<file path="src/rtl/lifo_stack_if.sv">
// lifo_stack_if
//   Bundles the LIFO stack's control, data and status signals.
//   Parameters: DATA_W (word width), DEPTH (entries). CNT_W is derived.
//   master modport: producer/consumer side (drives en/push/pop/clear/err_clr/din).
//   slave modport : the stack itself (drives dout/dout_valid/empty/full/count/
//                   overflow/underflow, and almost_full/almost_empty when
//                   LIFO_STACK_WATERMARK_EN is defined).
interface lifo_stack_if #(
  parameter int DATA_W = 8,
  parameter int DEPTH  = 32
);
  localparam int CNT_W = $clog2(DEPTH + 1);

  logic              en;
  logic              push;
  logic              pop;
  logic              clear;
  logic              err_clr;
  logic [DATA_W-1:0] din;
  logic [DATA_W-1:0] dout;
  logic              dout_valid;
  logic              empty;
  logic              full;
  logic [CNT_W-1:0]  count;
  logic              overflow;
  logic              underflow;
`ifdef LIFO_STACK_WATERMARK_EN
  logic              almost_full;
  logic              almost_empty;
`endif

  modport master (
`ifdef LIFO_STACK_WATERMARK_EN
    input  almost_full, almost_empty,
`endif
    output en, push, pop, clear, err_clr, din,
    input  dout, dout_valid, empty, full, count, overflow, underflow
  );

  modport slave (
`ifdef LIFO_STACK_WATERMARK_EN
    output almost_full, almost_empty,
`endif
    input  en, push, pop, clear, err_clr, din,
    output dout, dout_valid, empty, full, count, overflow, underflow
  );
endinterface

</file>
<file path="src/rtl/lifo_stack.sv">
// lifo_stack
//   Parametrised LIFO stack with registered pop data and a one-cycle valid
//   strobe. Supports simultaneous push/pop (replace top, or pass-through when
//   empty), occupancy count, sticky overflow/underflow flags and a synchronous
//   flush. Storage is inferred and not reset.
//   Optional: define LIFO_STACK_WATERMARK_EN to add AF_LVL/AE_LVL parameters
//   and the almost_full/almost_empty outputs.
// Ports:
//   clk  - rising-edge clock
//   rst  - asynchronous active-low reset
//   bus  - lifo_stack_if.slave (en, push, pop, clear, err_clr, din in;
//          dout, dout_valid, empty, full, count, overflow, underflow out)
module lifo_stack #(
  parameter int DATA_W = 8,
  parameter int DEPTH  = 32
`ifdef LIFO_STACK_WATERMARK_EN
  ,
  parameter int AF_LVL = DEPTH - 2,
  parameter int AE_LVL = 2
`endif
) (
  input  logic         clk,
  input  logic         rst,
  lifo_stack_if.slave  bus
);
  localparam int CNT_W = $clog2(DEPTH + 1);
  localparam int AW    = (DEPTH > 1) ? $clog2(DEPTH) : 1;

  logic [DATA_W-1:0] mem [DEPTH];
  logic [CNT_W-1:0]  sp;
  logic [DATA_W-1:0] dout_p1;
  logic              vld_p1;
  logic              ovf_p1;
  logic              udf_p1;

  logic              is_empty;
  logic              is_full;
  logic              act;
  logic              push_only;
  logic              pop_only;
  logic              ovf_evt;
  logic              udf_evt;
  logic              swap;
  logic              pass;
  logic              wr_en;
  logic [AW-1:0]     top_idx;
  logic [AW-1:0]     wr_idx;

  assign is_empty = (sp == '0);
  assign is_full  = (sp == CNT_W'(DEPTH));

  // clear pre-empts push/pop decode; nothing else happens in a flush cycle
  assign act       = bus.en & ~bus.clear;
  assign push_only = act &  bus.push & ~bus.pop & ~is_full;
  assign ovf_evt   = act &  bus.push & ~bus.pop &  is_full;
  assign pop_only  = act & ~bus.push &  bus.pop & ~is_empty;
  assign udf_evt   = act & ~bus.push &  bus.pop &  is_empty;
  assign swap      = act &  bus.push &  bus.pop & ~is_empty;
  assign pass      = act &  bus.push &  bus.pop &  is_empty;

  // top_idx wraps when sp==0, but it is only used when the stack is non-empty
  assign top_idx = AW'(sp - CNT_W'(1));
  assign wr_idx  = swap ? top_idx : AW'(sp);
  // a write coinciding with an active reset is dropped so a reset edge
  // discards any in-flight push
  assign wr_en   = rst & (push_only | swap);

  // Storage write (no reset on storage)
  always_ff @(posedge clk) begin
    if (wr_en) begin
      mem[wr_idx] <= bus.din;
    end
  end

  // Pointer, registered pop data and flags
  always_ff @(posedge clk or negedge rst) begin
    if (!rst) begin
      sp      <= '0;
      dout_p1 <= '0;
      vld_p1  <= 1'b0;
      ovf_p1  <= 1'b0;
      udf_p1  <= 1'b0;
    end else begin
      vld_p1 <= pop_only | swap | pass;

      // swap reads the old top in the same edge that overwrites it
      if (pop_only | swap) begin
        dout_p1 <= mem[top_idx];
      end else if (pass) begin
        dout_p1 <= bus.din;
      end

      if (bus.en & bus.clear) begin
        sp <= '0;
      end else if (push_only) begin
        sp <= sp + CNT_W'(1);
      end else if (pop_only) begin
        sp <= sp - CNT_W'(1);
      end

      // a same-cycle error event beats err_clr
      if (ovf_evt) begin
        ovf_p1 <= 1'b1;
      end else if (bus.err_clr) begin
        ovf_p1 <= 1'b0;
      end

      if (udf_evt) begin
        udf_p1 <= 1'b1;
      end else if (bus.err_clr) begin
        udf_p1 <= 1'b0;
      end
    end
  end

  assign bus.dout       = dout_p1;
  assign bus.dout_valid = vld_p1;
  assign bus.empty      = is_empty;
  assign bus.full       = is_full;
  assign bus.count      = sp;
  assign bus.overflow   = ovf_p1;
  assign bus.underflow  = udf_p1;

`ifdef LIFO_STACK_WATERMARK_EN
  assign bus.almost_full  = (sp >= CNT_W'(AF_LVL));
  assign bus.almost_empty = (sp <= CNT_W'(AE_LVL));
`endif
endmodule

</file>
<file path="src/flat_wrapper.sv">
// flat-port wrapper written by rule: the top's interface ports become plain ports
module lifo_stack_flat 
#(
  parameter int DATA_W = 8,
  parameter int DEPTH  = 32

)
  (clk, rst, bus_en, bus_push, bus_pop, bus_clear, bus_err_clr, bus_din, bus_dout, bus_dout_valid, bus_empty, bus_full, bus_count, bus_overflow, bus_underflow);
  lifo_stack_if #(.DATA_W(DATA_W), .DEPTH(DEPTH)) bus_i ();
  input  logic clk;
  input  logic rst;
  input wire logic [$bits(bus_i.en)-1:0] bus_en;
  input wire logic [$bits(bus_i.push)-1:0] bus_push;
  input wire logic [$bits(bus_i.pop)-1:0] bus_pop;
  input wire logic [$bits(bus_i.clear)-1:0] bus_clear;
  input wire logic [$bits(bus_i.err_clr)-1:0] bus_err_clr;
  input wire logic [$bits(bus_i.din)-1:0] bus_din;
  output wire logic [$bits(bus_i.dout)-1:0] bus_dout;
  output wire logic [$bits(bus_i.dout_valid)-1:0] bus_dout_valid;
  output wire logic [$bits(bus_i.empty)-1:0] bus_empty;
  output wire logic [$bits(bus_i.full)-1:0] bus_full;
  output wire logic [$bits(bus_i.count)-1:0] bus_count;
  output wire logic [$bits(bus_i.overflow)-1:0] bus_overflow;
  output wire logic [$bits(bus_i.underflow)-1:0] bus_underflow;
  assign bus_i.en = bus_en;
  assign bus_i.push = bus_push;
  assign bus_i.pop = bus_pop;
  assign bus_i.clear = bus_clear;
  assign bus_i.err_clr = bus_err_clr;
  assign bus_i.din = bus_din;
  assign bus_dout = bus_i.dout;
  assign bus_dout_valid = bus_i.dout_valid;
  assign bus_empty = bus_i.empty;
  assign bus_full = bus_i.full;
  assign bus_count = bus_i.count;
  assign bus_overflow = bus_i.overflow;
  assign bus_underflow = bus_i.underflow;
  lifo_stack #(.DATA_W(DATA_W), .DEPTH(DEPTH)) u_core (.clk(clk), .rst(rst), .bus(bus_i));
endmodule
</file>
<file path="config.mk">
export PLATFORM = sky130hd
export DESIGN_NAME = lifo_stack_flat
export DESIGN_NICKNAME = d
export VERILOG_FILES = /design/src/rtl/lifo_stack_if.sv /design/src/rtl/lifo_stack.sv /design/src/flat_wrapper.sv
export SDC_FILE = /design/constraint.sdc
export NUM_CORES = 1
export LEC_CHECK = 0
export CAP_MARGIN = 20
export CORE_MARGIN = 2
export CORE_UTILIZATION = 52
export DETAILED_ROUTE_END_ITERATION = 16
export PLACE_DENSITY = 0.68
export SETUP_SLACK_MARGIN = 0.2
export SLEW_MARGIN = 10
export SYNTH_ARGS = -nofsm -noshare
export SYNTH_HDL_FRONTEND = slang
export SYNTH_SLANG_ARGS = --single-unit
export TNS_END_PERCENT = 5
</file>
<file path="constraint.sdc">
create_clock -name clk -period 5.6 [get_ports clk]
set_clock_uncertainty 0.05 [all_clocks]
set_input_delay 1.12 -clock clk [delete_from_list [all_inputs] [get_ports clk]]
set_output_delay 1.12 -clock clk [all_outputs]
set_load 0.01 [all_outputs]
</file>
==> results, run 1 <==
- The flow ran to the end, and the final reports show no timing, DRC or antenna violations.
- The area of the die is 22,800 µm².
- Data on the critical path is required at its endpoint by 4.43 ns.
- In the global route stage, overall resource usage came out at between 20 and 25%.
- The most area-hungry cell type in the Yosys netlist is sky130_fd_sc_hd__edfxtp_1.
- The post-synthesis instance total is ~730.
- Summing every instance area after synthesis gives between 10,000 and 15,000 µm².
- The final-report setup violation count is 0.
- The max-slew violation count is 0.
- The buffer depth of the longest clock path is 3.
- In this run the number of H-tree levels came out at 1.
- Total power for the finished layout comes to 6127 µW.
- The final-report hold violation count is 0.
- The congestion estimate from routability-driven global placement came to about 0.9.
- The worst voltage drop across the vdd grid is 253.1 µV.
- The via density per instance is roughly 6.4.
- The core region area is 21,090 µm².
- The detailed placement HPWL is 17,160 µm.
- During synthesis, Yosys emitted a total of 0 warnings.
- The launching element type of the critical path is a flop.
- TritonCTS built the clock tree.
- Cells with a size suffix above 1 make up 13.05% of the layout.
- At the end of the flow the core is filled with cells to 60.15%.
- The overall via count from detail_route is 6,786.
- The wire length of the first global-routing pass is 40,180 µm.
- The min-delay analysis places its worst path in the category flop to flop.
- Traced cell by cell, the critical path runs through inv_1, ha_1, nor2b_1, nand2_1, inv_1, clkdlybuf4s50_1.
- The number of maximum-capacitance constraint violations is 0.
- Based on the critical path, the design can be clocked at up to between 200 and 250 MHz.
- The number of distinct library cells after synthesis is between 60 and 70.
- Hold repair after CTS inserted 0 buffers.
- The number of post-CTS setup repair buffers is 0.
- The synthesized design contains 273 register bits.
- The endpoint class of the critical path is a primary output.
- After the first detailed-routing iteration, the DRC count stood at about 740.
- The number of cell rows is 53.
- The worst endpoint data arrival time is 2.96 ns.
- At the later pin of the worst-skew pair, clock insertion delay measures approximately 0.54 ns.
- In this run the horizontal extent of the chip is 151 µm.
- After clock tree synthesis, the clock-pin slew on the worst setup and hold paths is 0.06 ns.
- The post-route DRC violation count is 0.
- The slowest library cell on the worst path is sky130_fd_sc_hd__clkdlybuf4s50_1.
- The detail route stage leaves a number of antenna-violating nets equal to 0.
- The via count of the first global-routing pass is 6,527.
- The repair_antennas step left the layout with diodes totalling 0.
- Yosys attributes the largest share of cell area to sky130_fd_sc_hd__edfxtp_1, sky130_fd_sc_hd__mux4_2, sky130_fd_sc_hd__nand2_1.
- The total power divided by cell area is slightly below 500 nW/µm².
- Setup repair after global routing left no endpoint under its margin.
- The share of total power dissipated in sequential elements is 38.8%.
- The worst setup path is of the flop to primary output kind.
- Summed over all failing endpoints, the final setup total negative slack is 0 ns.
- For this run, the post-layout net count is 786.
- The portion of the post-synthesis area used by sequential elements is 72.20%.
- The pin count of the biggest net entering global routing is 74.
- The internal power of the cells totals 4015 µW.
- The initial antenna violation count is 0.
- Counting every net in the synthesized netlist gives roughly 750.
- Of all flip-flops after synthesis, the portion carrying an async set or reset was 6.227%.
- The static leakage is 0.004112 µW.
- The count of buffers inserted at the top-level ports is 33.
- The smallest clock period supported by the final layout is computed as 4.132 ns.
- In this run the count of I/O pins placed on the die edge is 34.
- Along the worst path, the maximum fanout reaches 15.
- The die boundary height is 151 µm.
- The net switching power is around 2100 µW.
- The clock network accounts for 28.0% of the total power.
- The largest incremental delay on the critical path is 0.60 ns.
- Of the total power, combinational logic draws between 30 and 40%.
- The count of clock tree sinks is 273.
- Wires add up to 26,930 µm.
- The leading register cell type out of synthesis is sky130_fd_sc_hd__edfxtp_1.
- Post-CTS repair changed the size of 0 cells.
- The slew at the pin with the worst max-slew slack is 1.009 ns.
- In this run the mean area of a mapped cell was 15.37 µm².
- The routed length per placed instance is 25.31 µm.
- The final critical path takes up about 74% of the cycle.
- The most frequently used cell type in the post-synthesis netlist is sky130_fd_sc_hd__edfxtp_1.
- The proportion of total power due to net switching is 34.47%.
- The first-pass iteration count of the detailed router is 5.
- TritonCTS created 27 clock buffers.
- The tree is rooted in a sky130_fd_sc_hd__clkbuf_16.
- The worst relative slew slack is roughly a third.
- The largest delay contributor family on the critical path is buffers and inverters.
- The number of buffers and inverters on the critical path is 3.
- The leftover overflow at the end of global routing is 0.
- The area growth from synthesis to layout is 12.88%.
- Counting stages on the worst path, the most repeated cell is sky130_fd_sc_hd__inv_1.
- For this configuration, the core starts out at a cell density of 53.29%.
- The synthesized design contains 256 enable-type register cells.
- Of the post-synthesis cell area, the dominant cell type holds between 60 and 70%.
- The commonest cells after synthesis are sky130_fd_sc_hd__edfxtp_1, sky130_fd_sc_hd__nand2_1, sky130_fd_sc_hd__nor2_1, sky130_fd_sc_hd__nand3_1, sky130_fd_sc_hd__mux4_2.
[worst reg2reg max path: stages (launching register included)]
cell and delay [ns]:
sky130_fd_sc_hd__dfrtp_1 0.55, sky130_fd_sc_hd__inv_1 0.21, sky130_fd_sc_hd__ha_1 0.52, sky130_fd_sc_hd__or3b_1 0.52
sky130_fd_sc_hd__or3_4 0.41, sky130_fd_sc_hd__a31oi_2 0.24, sky130_fd_sc_hd__nand3_1 0.25, sky130_fd_sc_hd__nor2_1 0.61
[power by group through the flow]
| stage | Combinational (µW) | Sequential, µW | Clock, µW |
|---|---|---|---|
| global route | 2190 | 2390 | 1810 |
| global placement | 1940 | 2420 | 0 |
| detailed placement | 1980 | 2420 | 0 |
| CTS | 1990 | 2380 | 1730 |
| floorplan | 1420 | 2380 | 0 |
| finish | 2030 | 2380 | 1710 |
[kinds of logic after synthesis]
| kind of cell | synth area share [%] |
|---|---|
| compound gates | 6.625 |
| xor+xnor | 0.5568 |
| fa+ha+maj | 0.3341 |
| buf+inv | 2.060 |
| flops | 72.20 |
| mux | 7.939 |
| simple gates | 10.29 |
[metal layers]
metal	up-vias	track usage (%)	share of wire [%]
met5	-	0	0
met4	0	8.411	3.1
met3	53	3.825	11
met2	423	36.05	45
met1	3371	36.98	42
li1	2939	-	-
[cells in the final DEF (no fill, tap or decap), types with 4 or more instances in the layout]
cell type,count
sky130_fd_sc_hd__clkbuf_16,27
sky130_fd_sc_hd__nand2_1,125
sky130_fd_sc_hd__nor4_1,11
sky130_fd_sc_hd__o22ai_1,8
sky130_fd_sc_hd__a32oi_1,19
sky130_fd_sc_hd__a2111oi_0,8
sky130_fd_sc_hd__nor3_1,6
sky130_fd_sc_hd__clkbuf_1,8
sky130_fd_sc_hd__edfxtp_1,256
sky130_fd_sc_hd__buf_4,14
sky130_fd_sc_hd__nand3_1,36
sky130_fd_sc_hd__and2_1,4
sky130_fd_sc_hd__nor2_1,40
sky130_fd_sc_hd__inv_1,8
sky130_fd_sc_hd__nor2b_1,7
sky130_fd_sc_hd__clkinv_2,4
sky130_fd_sc_hd__clkbuf_8,4
sky130_fd_sc_hd__a31oi_1,18
sky130_fd_sc_hd__dfrtp_1,16
sky130_fd_sc_hd__a21oi_1,13
sky130_fd_sc_hd__clkdlybuf4s50_1,32
sky130_fd_sc_hd__and2b_1,4
sky130_fd_sc_hd__mux2i_1,16
sky130_fd_sc_hd__mux4_2,32
[layout make-up]
type / instances / area (µm²)
timing repair buffer: 48 / 441.7
multi-input combinational: 409 / 2900
clock inverter: 11 / 90.09
inverter: 9 / 33.78
sequential: 273 / 8114
tap: 275 / 344.1
clock buffer: 39 / 760.7
fill: 1534 / 8403
[per-stage QoR]
stage | cell area [µm²] | setup slack [ns] | hold slack, ns | cells
floorplan | 11240 | 2.358 | 0.5000 | 731
global placement | 11810 | 1.478 | 0.4826 | 1011
detailed placement | 11810 | 1.394 | 0.4731 | 1011
CTS | 12660 | 1.518 | 0.4852 | 1061
global route | 12680 | 1.331 | 0.5329 | 1064
finish | 12680 | 1.468 | 0.4889 | 1064
[path summary, 6_finish.rpt]
path,from,slack (ns),to,cells after the start
max,u_core.bus.count[1],1.47,bus_empty,6
min,u_core.bus.overflow,0.49,u_core.bus.overflow,2
max reg2reg,u_core.bus.count[1],1.90,u_core.mem[26][6],7
min reg2reg,u_core.bus.overflow,0.49,u_core.bus.overflow,2
max in group asynchronous,rst,4.00,u_core.bus.dout[0],2
min in group asynchronous,rst,0.91,u_core.bus.overflow,1
[flip-flops by register name (all words and copies together), names as in the netlist]
register,cells
u_core.bus.overflow,1
u_core.mem,256
u_core.bus.underflow,1
u_core.bus.dout_valid,1
u_core.bus.dout,8
u_core.bus.count,6
Power figures use the tool's default switching activity.
==> inputs of run 2 (changes only) <==
Clock period 5.6 ns to 4.3 ns, I/O delays scaled along.
==> results, run 2 (synthesized netlist as in run 1, its figures left out) <==
- The post-layout worst setup margin is between 0.4 and 0.5 ns.
- More flip-flops sit in one register than any other, and that register is u_core.mem.
- The top cell types in the final layout, fill and taps aside, are sky130_fd_sc_hd__edfxtp_1, sky130_fd_sc_hd__nand2_1, sky130_fd_sc_hd__buf_4, sky130_fd_sc_hd__nor2_1, sky130_fd_sc_hd__nand3_1.
- The highest clock frequency the design can meet is 257.7 MHz.
- Post-CTS timing repair inserted 0 buffers for setup.
- Entering global routing, the biggest net connects 49 pins.
- After clock tree synthesis, the clock-pin slew on the worst setup and hold paths is 0.06 ns.
- Setup repair after global routing left no endpoint under its margin.
- The via count of the first global-routing pass came to 6,473.
- The static leakage is 0.004317 µW.
- The endpoint class of the critical path is a primary output.
- After layout, the worst path uses 90.23% of the clock period.
- The final-report setup violation count is 0.
- Dividing the detail-routed via count by the number of cells gives 6.133.
- Combinational logic is responsible for between 30% and 40% of the overall power.
- Once the clock tree was built, the resizer swapped 0 gates to a different size.
- For this block, the initial DRC count from the detailed router was 657.
- The worst hold path startpoint is u_core.bus.underflow.
- The share of power burned in registers is 38.1%.
- The highest fanout seen on the critical path is 15.
- The count of clock tree sinks is 273.
- Counting the buffers created by CTS gives 27.
- In this run the tool buffered the top-level ports with 33 buffer cells.
- Once detail routing completed, the nets flagged for antenna violations numbered 0.
- The repair_antennas step left the layout with diodes totalling 0.
- The congestion estimate from routability-driven global placement came to between 0.8 and 0.9.
- In this run the number of H-tree levels came out at 1.
- The proportion of total power due to net switching is 33.14%.
- The leftover overflow at the end of global routing is 0.
- Max-cap violations in this run came to 0.
- Cell internal power was estimated by the tool at 5430 µW.
- The register with the most flip-flops in the layout has 256 of them.
- The time the worst path needs with I/O delays and setup is 3.880 ns.
- The area growth from synthesis to layout is 15.71%.
- In this run the critical register-to-register path is launched from u_core.bus.count[1].
- The detailed router placed about 6,700 vias in this run.
- The number of hold-repair buffers added at the cts stage is 0.
- STA puts the critical path data required time at 3.39 ns.
- The total negative slack is 0 ns.
- The area of the die is 22,800 µm².
- In this run, the clock network consumes 29.8% of the power.
- The total power divided by cell area is 624.6 nW/µm².
- The routed length per placed instance is 23.43 µm.
- The clock tree from TritonCTS is yes.
- Leaving out fill and tap cells, the most frequent cell in the layout is sky130_fd_sc_hd__edfxtp_1.
- In this run the tightest slew margin relative to its limit is between 30% and 40%.
- The total wire length is 25,630 µm.
- The post-route netlist has approximately 16% of its cells at a drive strength greater than 1.
- The first detailed-routing pass ran for 5 iterations.
- The initialized floorplan defines 53 standard-cell rows.
- The initial antenna violation count is 0.
- The final layout contains 817 nets.
- The worst voltage drop across the vdd grid is 288.2 µV.
- Cells fill about three fifths of the core in the end.
- The cell sitting at the root of the clock tree is a sky130_fd_sc_hd__clkbuf_16.
- The critical path is of the flop to primary output type.
- For this run, design rule violations remaining after detail routing come to 0.
- The flow ran to the end, and the final reports show no timing, DRC or antenna violations.
- Detailed placement finished with a half-perimeter wire length of 16,440 µm.
- The startpoint of the most critical setup path is u_core.bus.count[1].
- Counting along the longest clock path gives a buffer depth of 3.
- The total area inside the core boundary comes to 21,090 µm².
- In this run the vertical extent of the chip is 151 µm.
- For the pin with the worst max-slew slack, the measured transition is 1.022 ns.
- The max-slew violation count was 0.
- The worst endpoint data arrival time is roughly 3 ns.
- The net switching power is 2692 µW.
- For this run, the total global-route usage over all layers was measured as 23.05%.
- The clock insertion delay at the later pin of the skew report is 0.53 ns.
- STA classifies the critical path startpoint as a flop.
- The kind of path behind the tightest hold check is flop to flop.
- The final-report hold violation count was 0.
- The horizontal die dimension is 151 µm.
- The initial utilization of the core area, before any placement, comes to 53.29%.
- At the placement stage, the worst setup path has a slack of 0.5211 ns.
- The number of placed I/O pins is 34.
- The wire length of the first global-routing pass is 38,760 µm.
-- run 2: cell count changes in the layout (fill, tap and decap cells not counted), sizes merged --
cell,before,now
buf,16,46
inv,10,11
clkinv,7,9
clkinvlp,2,0
clkbuf,39,33
clkdlybuf4s50,32,33
bufinv,1,5
-- run 2: worst max-delay path, cell delays in order, from the launching register on --
cell                              delay (ns)
sky130_fd_sc_hd__dfrtp_1                0.56
sky130_fd_sc_hd__inv_1                  0.21
sky130_fd_sc_hd__ha_1                   0.30
sky130_fd_sc_hd__nor2b_1                0.28
sky130_fd_sc_hd__nand2_1                0.19
sky130_fd_sc_hd__inv_1                  0.29
sky130_fd_sc_hd__clkdlybuf4s50_1        0.60
-- run 2: through the flow --
stage / hold WS, ns / area (µm²) / instances / total power, µW
floorplan: 0.5000 / 11240 / 731 / 4949
global placement: 0.4838 / 12070 / 1044 / 5693
detailed placement: 0.4694 / 12070 / 1044 / 5738
CTS: 0.4896 / 12990 / 1093 / 8134
global route: 0.5277 / 13000 / 1094 / 8489
finish: 0.4911 / 13000 / 1094 / 8122
-- run 2: path summary, 6_finish.rpt --
path                                              to  slack [ns]  cells after the start
worst min register to register  u_core.bus.underflow        0.49                      2
worst max-delay path                       bus_empty        0.42                      6
max in group asynchronous        u_core.bus.count[0]        3.30                      2
min in group asynchronous        u_core.bus.count[2]        0.64                      2
worst max register to register    u_core.bus.dout[3]        0.65                     10
worst min-delay path            u_core.bus.underflow        0.49                      2
-- run 2: layer usage --
layer	vias up	track usage, %	part of all wire, %
met5	-	0	0
met4	0	5.981	1.9
met3	38	4.277	7.5
met2	296	35.52	46
met1	3391	34.38	44
li1	2984	-	-
-- run 2: final cells by class --
| type | count | area, µm² |
|---|---|---|
| Tap cell | 275 | 344.1 |
| Timing Repair Buffer | 79 | 695.7 |
| Multi-Input combinational cell | 409 | 2900 |
| Inverter | 9 | 33.78 |
| Fill cell | 1503 | 8085 |
| Clock buffer | 33 | 698.2 |
| Clock inverter | 16 | 216.5 |
| Sequential cell | 273 | 8114 |
-- run 2: power by group through the flow --
| stage | logic [µW] | clock network (µW) | registers (µW) |
|---|---|---|---|
| 2_1_floorplan | 1850 | 0 | 3100 |
| 3_3_place_gp | 2550 | 0 | 3140 |
| 3_5_place_dp | 2590 | 0 | 3140 |
| 4_1_cts | 2600 | 2450 | 3090 |
| 5_1_grt | 2830 | 2560 | 3100 |
| 6_report | 2610 | 2420 | 3090 |
